===== src/rtl/lcd_video_driver.sv =====
// Parametrised LCD raster driver: porch-programmable sync/DE timing, 13 test/stream
// display modes, and multi-pixel word unpacking from a show-ahead frame-buffer FIFO.
module lcd_video_driver #(
  parameter int H_SYNC          = 45,
  parameter int H_BACK          = 0,
  parameter int H_ACTIVE        = 480,
  parameter int H_FRONT         = 0,
  parameter int V_SYNC          = 16,
  parameter int V_BACK          = 0,
  parameter int V_ACTIVE        = 272,
  parameter int V_FRONT         = 0,
  parameter bit HS_POL          = 1'b0,
  parameter bit VS_POL          = 1'b0,
  parameter int COLOR_BITS      = 8,
  parameter int PIX_PER_WORD    = 4,
  parameter int DEBOUNCE_CYCLES = 50000,
  parameter int MODE_RESET      = 0
) (
  input  logic                                   clk_lcd,
  input  logic                                   lcd_rst,
  input  logic                                   key1,
  input  logic [PIX_PER_WORD*3*COLOR_BITS-1:0]   lcd_data,
  input  logic                                   lcd_empty,
  output logic                                   lcd_rden,
  output logic                                   lcd_framesync,
  output logic                                   lcd_underflow,
  output logic [3:0]                             lcd_mode,
  output logic                                   lcd_dclk,
  output logic                                   lcd_hsync,
  output logic                                   lcd_vsync,
  output logic                                   lcd_de,
  output logic [COLOR_BITS-1:0]                  lcd_r,
  output logic [COLOR_BITS-1:0]                  lcd_g,
  output logic [COLOR_BITS-1:0]                  lcd_b
);

  typedef enum logic [3:0] {
    MODE_BLACK, MODE_WHITE, MODE_RED, MODE_GREEN, MODE_BLUE,
    MODE_GRID8, MODE_GRID32, MODE_HGREY, MODE_VGREY,
    MODE_HRED, MODE_HGREEN, MODE_HBLUE, MODE_STREAM
  } mode_e;

  localparam int H_TOTAL = H_SYNC + H_BACK + H_ACTIVE + H_FRONT;
  localparam int V_TOTAL = V_SYNC + V_BACK + V_ACTIVE + V_FRONT;
  localparam int HW      = $clog2(H_TOTAL + 1);
  localparam int VW      = $clog2(V_TOTAL + 1);
  localparam int XW      = (COLOR_BITS > 6) ? COLOR_BITS : 6;
  localparam int YW      = (COLOR_BITS - 1 > 6) ? COLOR_BITS - 1 : 6;
  localparam int PW      = 3 * COLOR_BITS;
  localparam int LW      = (PIX_PER_WORD > 1) ? $clog2(PIX_PER_WORD) : 1;
  localparam int KW      = $clog2(DEBOUNCE_CYCLES + 1);

  localparam logic [HW-1:0] H_SYNC_END = HW'(H_SYNC);
  localparam logic [HW-1:0] H_ACT_BEG  = HW'(H_SYNC + H_BACK);
  localparam logic [HW-1:0] H_ACT_END  = HW'(H_SYNC + H_BACK + H_ACTIVE);
  localparam logic [HW-1:0] H_LAST     = HW'(H_TOTAL - 1);
  localparam logic [VW-1:0] V_SYNC_END = VW'(V_SYNC);
  localparam logic [VW-1:0] V_ACT_BEG  = VW'(V_SYNC + V_BACK);
  localparam logic [VW-1:0] V_ACT_END  = VW'(V_SYNC + V_BACK + V_ACTIVE);
  localparam logic [VW-1:0] V_LAST     = VW'(V_TOTAL - 1);
  localparam logic [KW-1:0] KEY_SAT    = KW'(DEBOUNCE_CYCLES);
  localparam logic [KW-1:0] KEY_FIRE   = KW'(DEBOUNCE_CYCLES - 1);
  localparam logic [LW-1:0] LANE_LAST  = LW'(PIX_PER_WORD - 1);
  localparam mode_e         MODE_INIT  = mode_e'(4'(MODE_RESET));

  logic [HW-1:0]         hcnt_q, hcnt_d;
  logic [VW-1:0]         vcnt_q, vcnt_d;
  logic [LW-1:0]         lane_q, lane_d;
  logic [KW-1:0]         key_cnt_q, key_cnt_d;
  mode_e                 pending_q, pending_d, mode_q, mode_d;
  logic                  hs_q, vs_q, de_q, fs_q, uf_q, uf_d;
  logic [COLOR_BITS-1:0] r_q, g_q, b_q, r_d, g_d, b_d;

  logic          h_last, v_last, h_act, v_act, active, frame_start;
  logic          press, need_pix;
  logic [XW-1:0] x;
  logic [YW-1:0] y;
  logic [PW-1:0] lane_pix;

  // Stage 0: raster counters, key debounce and mode bookkeeping.
  always_comb begin
    h_last      = (hcnt_q == H_LAST);
    v_last      = (vcnt_q == V_LAST);
    hcnt_d      = h_last ? '0 : hcnt_q + 1'b1;
    vcnt_d      = vcnt_q;
    if (h_last) vcnt_d = v_last ? '0 : vcnt_q + 1'b1;

    h_act       = (hcnt_q >= H_ACT_BEG) && (hcnt_q < H_ACT_END);
    v_act       = (vcnt_q >= V_ACT_BEG) && (vcnt_q < V_ACT_END);
    active      = h_act && v_act;
    frame_start = (hcnt_q == '0) && (vcnt_q == '0);
    x           = XW'(hcnt_q - H_ACT_BEG);
    y           = YW'(vcnt_q - V_ACT_BEG);

    // Lane restarts every line; H_ACTIVE being a word multiple makes it wrap cleanly.
    lane_d      = h_act ? ((lane_q == LANE_LAST) ? '0 : lane_q + 1'b1) : '0;
    lane_pix    = lcd_data[(PIX_PER_WORD - 1 - int'(lane_q)) * PW +: PW];

    key_cnt_d   = key1 ? '0 : ((key_cnt_q == KEY_SAT) ? key_cnt_q : key_cnt_q + 1'b1);
    press       = !key1 && (key_cnt_q == KEY_FIRE);
    pending_d   = pending_q;
    if (press) pending_d = (pending_q == MODE_STREAM) ? MODE_BLACK : mode_e'(pending_q + 4'd1);

    // The old pending value is taken here, so a press on the frame-start cycle waits a frame.
    mode_d      = frame_start ? pending_q : mode_q;
    need_pix    = (mode_d == MODE_STREAM) && active;
    uf_d        = (need_pix && lcd_empty) || (uf_q && !frame_start);
  end

  // NOTE: every always_comb output gets a default first, so no path can infer a latch.
  always_comb begin
    r_d = '0;
    g_d = '0;
    b_d = '0;
    if (active) begin
      case (mode_d)
        MODE_WHITE:  begin r_d = '1; g_d = '1; b_d = '1; end
        MODE_RED:    r_d = '1;
        MODE_GREEN:  g_d = '1;
        MODE_BLUE:   b_d = '1;
        MODE_GRID8:  if (!(x[3] ^ y[3])) begin r_d = '1; g_d = '1; b_d = '1; end
        MODE_GRID32: if (!(x[5] ^ y[5])) begin r_d = '1; g_d = '1; b_d = '1; end
        MODE_HGREY:  begin
          r_d = x[COLOR_BITS-1:0];
          g_d = x[COLOR_BITS-1:0];
          b_d = x[COLOR_BITS-1:0];
        end
        MODE_VGREY:  begin
          r_d = {y[COLOR_BITS-2:0], 1'b0};
          g_d = {y[COLOR_BITS-2:0], 1'b0};
          b_d = {y[COLOR_BITS-2:0], 1'b0};
        end
        MODE_HRED:   r_d = x[COLOR_BITS-1:0];
        MODE_HGREEN: g_d = x[COLOR_BITS-1:0];
        MODE_HBLUE:  b_d = x[COLOR_BITS-1:0];
        MODE_STREAM: if (!lcd_empty) begin
          r_d = lane_pix[COLOR_BITS-1:0];
          g_d = lane_pix[2*COLOR_BITS-1:COLOR_BITS];
          b_d = lane_pix[3*COLOR_BITS-1:2*COLOR_BITS];
        end
        default: ;
      endcase
    end
  end

  // NOTE: sequential state uses non-blocking assignments so every register samples pre-edge values.
  always_ff @(posedge clk_lcd) begin
    if (lcd_rst) begin
      hcnt_q    <= '0;
      vcnt_q    <= '0;
      lane_q    <= '0;
      key_cnt_q <= '0;
      pending_q <= MODE_INIT;
      mode_q    <= MODE_INIT;
      hs_q      <= ~HS_POL;
      vs_q      <= ~VS_POL;
      de_q      <= 1'b0;
      fs_q      <= 1'b0;
      uf_q      <= 1'b0;
      r_q       <= '0;
      g_q       <= '0;
      b_q       <= '0;
    end else begin
      hcnt_q    <= hcnt_d;
      vcnt_q    <= vcnt_d;
      lane_q    <= lane_d;
      key_cnt_q <= key_cnt_d;
      pending_q <= pending_d;
      mode_q    <= mode_d;
      hs_q      <= (hcnt_q < H_SYNC_END) ? HS_POL : ~HS_POL;
      vs_q      <= (vcnt_q < V_SYNC_END) ? VS_POL : ~VS_POL;
      de_q      <= active;
      fs_q      <= frame_start;
      uf_q      <= uf_d;
      r_q       <= r_d;
      g_q       <= g_d;
      b_q       <= b_d;
    end
  end

  // Pop is combinational so the FIFO head advances right after its last lane is used.
  assign lcd_rden      = need_pix && (lane_q == LANE_LAST) && !lcd_empty && !lcd_rst;
  assign lcd_framesync = fs_q;
  assign lcd_underflow = uf_q;
  assign lcd_mode      = mode_q;
  assign lcd_dclk      = clk_lcd;
  assign lcd_hsync     = hs_q;
  assign lcd_vsync     = vs_q;
  assign lcd_de        = de_q;
  assign lcd_r         = r_q;
  assign lcd_g         = g_q;
  assign lcd_b         = b_q;

endmodule


===== config.mk =====
export PLATFORM = sky130hd
export DESIGN_NAME = lcd_video_driver
export DESIGN_NICKNAME = d
export VERILOG_FILES = /design/src/rtl/lcd_video_driver.sv
export SDC_FILE = /design/constraint.sdc
export NUM_CORES = 1
export LEC_CHECK = 0
export CAP_MARGIN = 20
export CORE_UTILIZATION = 51
export DETAILED_ROUTE_END_ITERATION = 8
export PLACE_DENSITY = 0.83
export SLEW_MARGIN = 25
export SYNTH_ARGS = -nofsm -noshare
export SYNTH_HDL_FRONTEND = slang
export SYNTH_SLANG_ARGS = --single-unit

===== constraint.sdc =====
create_clock -name clk_lcd -period 4.46 [get_ports clk_lcd]
set_clock_uncertainty 0.2 [all_clocks]
set_input_delay 1.115 -clock clk_lcd [delete_from_list [all_inputs] [get_ports clk_lcd]]
set_output_delay 1.115 -clock clk_lcd [all_outputs]
set_load 0.005 [all_outputs]

# Word level (Yosys, flattened, before mapping)
# Cells that the tools add are included.
# totals
regBits	74
output_inout_bits	35
word_cells	93
in_bits	100
# op_classes
n_lt_le_gt_ge	6
eq_ne	18
bitwise	4
shift	1
mux	13
mul	1
n_reduce_logical	28
n_addsub	8
# op_table
op	count
$pmux W8 S6	3
$shiftx A96 B9 Y24	1
$mux W8	5
$eq A16 B16 Y1 const B	2
$eq A4 B4 Y1 const B	6
$reduce_or A2 Y1	9
$add A16 B1 Y16 const B	1
$eq A4 B3 Y1 const B	4
$logic_and A1 B1 Y1	11
$add A10 B1 Y10 const B	1
$eq A10 B10 Y1 const B	1
$ge A10 B6 Y1 const B	1
$logic_not A10 Y1	1
$lt A10 B10 Y1 const B	1
$lt A10 B6 Y1 const B	1
$add A9 B1 Y9 const B	1
$eq A9 B9 Y1 const B	1
$ge A9 B5 Y1 const B	1
$logic_not A9 Y1	1
$lt A9 B5 Y1 const B	1
$lt A9 B9 Y1 const B	1
$mux W9	1
$eq A4 B2 Y1 const B	2
$mux W4	2
14 further kinds	20

# Logic depth before layout (Yosys ltp)
# logic_depth
depth_word	8
depth_mapped	13
mapped_depth_nobuf	9

==> flow_summary.yaml <==
outcome:
  outcome: "finished, final reports clean"
sta:
  hold_violations: 0
  tightest_slew_ns: 0.999
  setup_viol: 0
  slew_headroom_pct: 32.9
  fin_tns_setup_ns: 0
  max_clock_freq_mhz: 230
  period_needed_ns: 4.34
  fin_crit_sh_pct: 97.3
  slew_violations: 0
finish:
  area_growth_syn_to_layout_pct: 32.3
  num_antenna_cells: 0
  nFillCells: 858
  regArea_mm2: 0.00148
  drive_gt1_share_pct: 9.65
  nets: 920
  multi_input_area_mm2: 0.00409
  fin_cells: 948
setup_path:
  cp_num_cells: 8
  crit_buf_inv: 2
  worst_setup_path_start_kind: "register"
  cp_slowest_cell: "clkdlybuf4s50_1"
  setup.worst_path.end_class: "output port"
  criticalPathCategory: "reg -> out"
  critPathTopFamily: "buffers and inverters"
  cpPeakStageDelay_ns: 0.56
  required_ns: 3.14
  cp.arrival_ns: 3.03
  cp_max_fo: 10
  ff2ff_path_depth: 10
  path_cells: "inv_1, ha_1, and3b_1, o41ai_2, o31ai_2, nor3b_2, and3_1, clkdlybuf4s50_1"
global_route:
  grt_pass1_wl_mm: 29.5
  grt_max_degree: 87
  grt_pass1_vias: 5833
  grt.overflow.total: 0
  grt_usage_pct: 32.4
  antenna_found_initial: 0
floorplan:
  start_util_pct: 53.1
  die_h_um: 109
  dieWidth_um: 109
  core_mm2: 0.0110
  die_area_mm2: 0.0119
  io_pins: 135
  rows: 38
clock_network:
  hold_buffers: 0
  cts_setup_buffers: 0
  cts_resized: 0
  clkLatencyLatePin_ns: 0.44
  cts_tree: "yes"
  path_clk_slew_ns: 0.06
power_and_ir_drop:
  power_frac_seq_pct: 35.2
  pwr-share-comb_pct: 13.5
  power.leakage_nw: 2.63
  power.switching_w: 0.000427
  p_int_w: 0.00149
  p_sw_share_pct: 22.3
  ir_drop_mv: 0.259
  p_per_area_mw_per_mm2: 248
  clock_power_share_pct: 51.3
hold_path:
  holdCritPathClass: "reg -> reg"
  hold_depth: 1
drt:
  drtPass1Iterations: 7
  wl_per_cell_um: 20.0
  vias: 6173
  antenna_left: 0
  wirelength_mm: 19.0
  drc_errors: 0
  drt_iter0_markers: 848
  viasPerCell: 6.51
logic_synthesis:
  synth-edff-count: 0
  synth_nets: 810
  synth_cells: 693
  yosys.area.top_type: "dfxtp_1"
  synth_cell_types: 58
  ys_warn_count: 0
  synth_top_area_share_pct: 25.4
  async_reset_ff_share_pct: 0
  synthesis.area_mm2: 0.00583
  synth_top_cells_by_area: "dfxtp_1 (25%), mux2i_1 (13%), mux4_2 (6.6%), nor2_1 (4.3%), a21oi_1 (3.9%)"
  syn_area_per_cell_um2: 8.41
  ys_seq_elements: 74
  synth_ff_type: "dfxtp_1"
  synth_seq_area_share_pct: 25.4
place:
  io_buffer_count: 134
  gp_congestion: 0.921
  dpl.hpwl_mm: 14.1
  placedCellCount: 929
job:
  maxCapViolations: 0
[stage by stage]
| stage | total power (W) | hold WS [ns] | cell area [um2] | util [%] | setup slack (ns) |
|---|---|---|---|---|---|
| 2_1_floorplan | 0.000814 | 0.279 | 5830 | - | 0.804 |
| 3_3_place_gp | 0.000952 | 0.259 | 7280 | 66.3 | 0.495 |
| 3_5_place_dp | 0.000959 | 0.261 | 7280 | 66.3 | 0.491 |
| 4_1_cts | 0.00192 | 0.271 | 7700 | 70.1 | 0.0307 |
| 5_1_grt | 0.00197 | 0.275 | 7710 | 70.2 | -0.00607 |
| 6_report | 0.00191 | 0.266 | 7710 | 70.2 | 0.119 |
[power by group through the flow]
stage          Clock (W)  Combinational (W)  Sequential, W
2_1_floorplan  0.0000145           0.000115       0.000685
3_3_place_gp   0.0000189           0.000247       0.000687
3_5_place_dp   0.0000189           0.000253       0.000687
4_1_cts         0.000990           0.000254       0.000673
5_1_grt          0.00102           0.000275       0.000674
6_report        0.000981           0.000259       0.000673
[cells in the final DEF (no fill, tap or decap), types with 13 or more instances in the layout]
cell type        synthesis  layout
a211oi_1                14      14
a21oi_1                 45      45
buf_4                    1      15
clkdlybuf4s50_1          0     134
dfxtp_1                 74      73
ha_1                    17      16
inv_1                   18      18
mux2i_1                 75      75
mux4_2                  17      17
nand2_1                 48      48
nand3_1                 28      28
nor2_1                  67      67
nor2b_1                 14      14
o21ai_0                 13      13
o221ai_1                14      14
xnor2_1                 13      13
xor2_1                  23      23
[cell usage after synthesis (8+ instances only)]
| library cell | instances |
|---|---|
| inv_1 | 18 |
| and2_1 | 10 |
| xor2_1 | 23 |
| a21oi_1 | 45 |
| nor2b_1 | 14 |
| a221oi_1 | 9 |
| mux4_2 | 17 |
| o221ai_1 | 14 |
| or3_1 | 8 |
| a211oi_1 | 14 |
| mux2i_1 | 75 |
| a222oi_1 | 12 |
| buf_1 | 8 |
| ha_1 | 17 |
| a31oi_1 | 11 |
| o21ai_0 | 13 |
| nor2_1 | 67 |
| and3_1 | 9 |
| nor3_1 | 10 |
| o32ai_1 | 8 |
| clkbuf_1 | 40 |
| nand3_1 | 28 |
| dfxtp_1 | 74 |
| xnor2_1 | 13 |
| nand4_1 | 8 |
| nand2_1 | 48 |
| mux2_2 | 11 |
[flip-flops by register name, indices dropped and copies added (netlist names)]
register and cells:
lcd_b 8, pending_q 4, lcd_r 8, lcd_underflow 1, lcd_vsync 1, key_cnt_q 16, hcnt_q 10, lane_q 2
lcd_mode 4, vcnt_q 9, lcd_hsync 1, lcd_g 8, lcd_de 1, lcd_framesync 1
[metal layers]
metal	GRT usage, %	up-vias	share of wire [%]
met5	0	-	0
met4	14.4	0	3.8
met3	7.29	60	7.4
met2	54.1	348	48
met1	39.7	2954	40
li1	-	2811	-
[kinds of logic after synthesis]
logic type | Yosys count | synth area share (%)
AO/OA/AOI/OAI | 148 | 17.7
adder cells (fa/ha/maj) | 17 | 3.65
multiplexers | 103 | 21.6
buffers and inverters | 73 | 4.87
XOR/XNOR | 37 | 5.80
AND/OR/NAND/NOR | 241 | 21.0
flip-flops | 74 | 25.4
[final timing paths]
path / startpoint / to / slack [ns]
setup / recovery: hcnt_q[0]$_SDFF_PP0_ / lcd_rden / 0.12
hold / removal: lane_q[0]$_SDFF_PP0_ / lane_q[0]$_SDFF_PP0_ / 0.27
setup reg to reg: vcnt_q[4]$_SDFFE_PP0P_ / lcd_r[5]$_SDFF_PP0_ / 1.03
hold reg to reg: lane_q[0]$_SDFF_PP0_ / lane_q[0]$_SDFF_PP0_ / 0.27
[final cells by class]
| cell class | instances | area share [%] |
|---|---|---|
| Multi-Input combinational cell | 546 | 53.1 |
| Clock inverter | 7 | 1.52 |
| Tap cell | 140 | 2.27 |
| Sequential cell | 74 | 19.2 |
| Clock buffer | 13 | 4.02 |
| Timing Repair Buffer | 149 | 19.0 |
| Inverter | 19 | 0.924 |
(Power assumes the default switching activity.)
==> RTL change, RTL diff (config.mk and constraints unchanged) <==
Make the reset (`lcd_rst`) asynchronous in one clocked block.
--- a/src/rtl/lcd_video_driver.sv
+++ b/src/rtl/lcd_video_driver.sv
@@ -146,3 +146,3 @@
   // NOTE: sequential state uses non-blocking assignments so every register samples pre-edge values.
-  always_ff @(posedge clk_lcd) begin
+  always_ff @(posedge clk_lcd or posedge lcd_rst) begin
     if (lcd_rst) begin
Behaviour: differs if lcd_rst is asserted again (counterexample within 4 cycles, from zero or initial values and one cycle with lcd_rst high); with lcd_rst held inactive, the same outputs for 10 cycles.
==> RTL change against the original RTL <==
- routed wire length decreased by 4.0%
- synthesized area increased by 8.0%
- synthesized cell count decreased by 5.1%
- sequential cell count unchanged
- highest routed layer unchanged
- worst hold slack improved by 0.041 ns
- count of clock-buffer cells in the layout increased by 1
- power decreased by 5.9%
- maximum frequency decreased by 0.67%
- critical path type unchanged
- cell area increased by 6.0%
- worst setup slack got worse by 0.029 ns
==> RTL change: results (changes against the original RTL) <==
| Metric | Value |
|---|---|
| Final worst path period need | `4.37 ns (was 4.34 ns)` |
| Clock buffer cells | `14 (was 13)` |
| Post-CTS Setup Repair Bufs | `2 (was 0)` |
| Dpl cell area | `7740 sq um (was 7280 sq um)` |
| Vias in the first global route | `6038 (was 5833)` |
| LEAKAGE | `0.00312 uW (was 0.00263 uW)` |
| Drt first pass iters | `5 (was 7)` |
| Routability cong. | `0.945 (was 0.921)` |
| Multi-input combinational area share | `0.500 (was 0.531)` |
| Outcome | `completed (unchanged)` |
| Top cells by count, synth | `dfrtp_1 (72), mux4_2 (48), nor2_1 (46), o21ai_0 (44), inv_1 (43) (was mux2i_1 (75), dfxtp_1 (74), nor2_1 (67), nand2_1 (48), a21oi_1 (45))` |
| Ys async rst share | `1.00 (was 0)` |
| Hold_ws | `0.307 ns (was 0.266 ns)` |
| Post-Synthesis Net Count | `775 (was 810)` |
| Clk tree area frac | `0.0485 (was 0.0555)` |
| Worst R2R Setup Slack | `0.77 ns (was 1.03 ns)` |
| Hold endpoint | `hcnt_q[8]$_DFF_PP0_ (was lane_q[0]$_SDFF_PP0_)` |
| Multi-input combinational cell count | `492 (was 546)` |
| Synth area leaders | `dfrtp_1 (29%), mux4_2 (17%), mux2i_1 (4.5%), o21ai_0 (3.5%), ha_1 (3.4%) (was dfxtp_1 (25%), mux2i_1 (13%), mux4_2 (6.6%), nor2_1 (4.3%), a21oi_1 (3.9%))` |
| Slew of the pin with the lowest slew margin | `0.865 ns (was 0.999 ns)` |
| Worst path top cell family by delay | `simple AND/OR/NAND/NOR gates (was buffers and inverters)` |
| Ys flop type | `dfrtp_1 (was dfxtp_1)` |
| Sequential share of cell area | `0.227 (was 0.192)` |
| Critical Path Start | `hcnt_q[7]$_DFF_PP0_ (was hcnt_q[0]$_SDFF_PP0_)` |
| Max VDD drop | `175 uV (was 259 uV)` |
| Drt via density | `6.52 (was 6.51)` |
| Layout cells sized above 1 | `0.154 (was 0.0965)` |
| Pre-CTS setup slack | `0.371 ns (was 0.491 ns)` |
| GRT Overall Usage | `0.290 (was 0.324)` |
| Worst hold start | `hcnt_q[8]$_DFF_PP0_ (was lane_q[0]$_SDFF_PP0_)` |
| Fillers | `918 (was 858)` |
| Metal2 WL | `9110 um (was 9200 um)` |
| Inverters | `45 (was 19)` |
| Reg-to-Reg End | `lcd_r[5]$_DFF_PP0_ (was lcd_r[5]$_SDFF_PP0_)` |
| CP max-delay cell | `or4b_4 (was clkdlybuf4s50_1)` |
| Critical-path maximum fanout | `8 (was 10)` |
## RTL change: power groups by stage
stage	Sequential, uW	Clock (uW)	Combinational [uW]
2_1_floorplan	688	14.5	78.6
3_3_place_gp	688	18.9	197
3_5_place_dp	688	18.9	206
4_1_cts	676	929	207
5_1_grt	676	962	221
6_report	676	917	208
## RTL change: metrics by stage
stage                     std cells   util
final                           927  0.681
after CTS                       924  0.678
after global placement          903  0.644
after floorplan                 658      -
after global routing            927  0.681
after detailed placement        903  0.644
## RTL change: logic make-up after synthesis
kind of cell	synth area share
AO/OA/AOI/OAI	0.184
XOR/XNOR	0.0403
adder cells (fa/ha/maj)	0.0338
buffers and inverters	0.0588
flip-flops	0.295
multiplexers	0.232
AND/OR/NAND/NOR	0.157
## RTL change: layer usage
| metal | up-vias | track usage |
|---|---|---|
| li1 | 2727 | - |
| met1 | 2924 | 0.357 |
| met2 | 340 | 0.496 |
| met3 | 53 | 0.0541 |
| met4 | 0 | 0.136 |
| met5 | - | 0 |
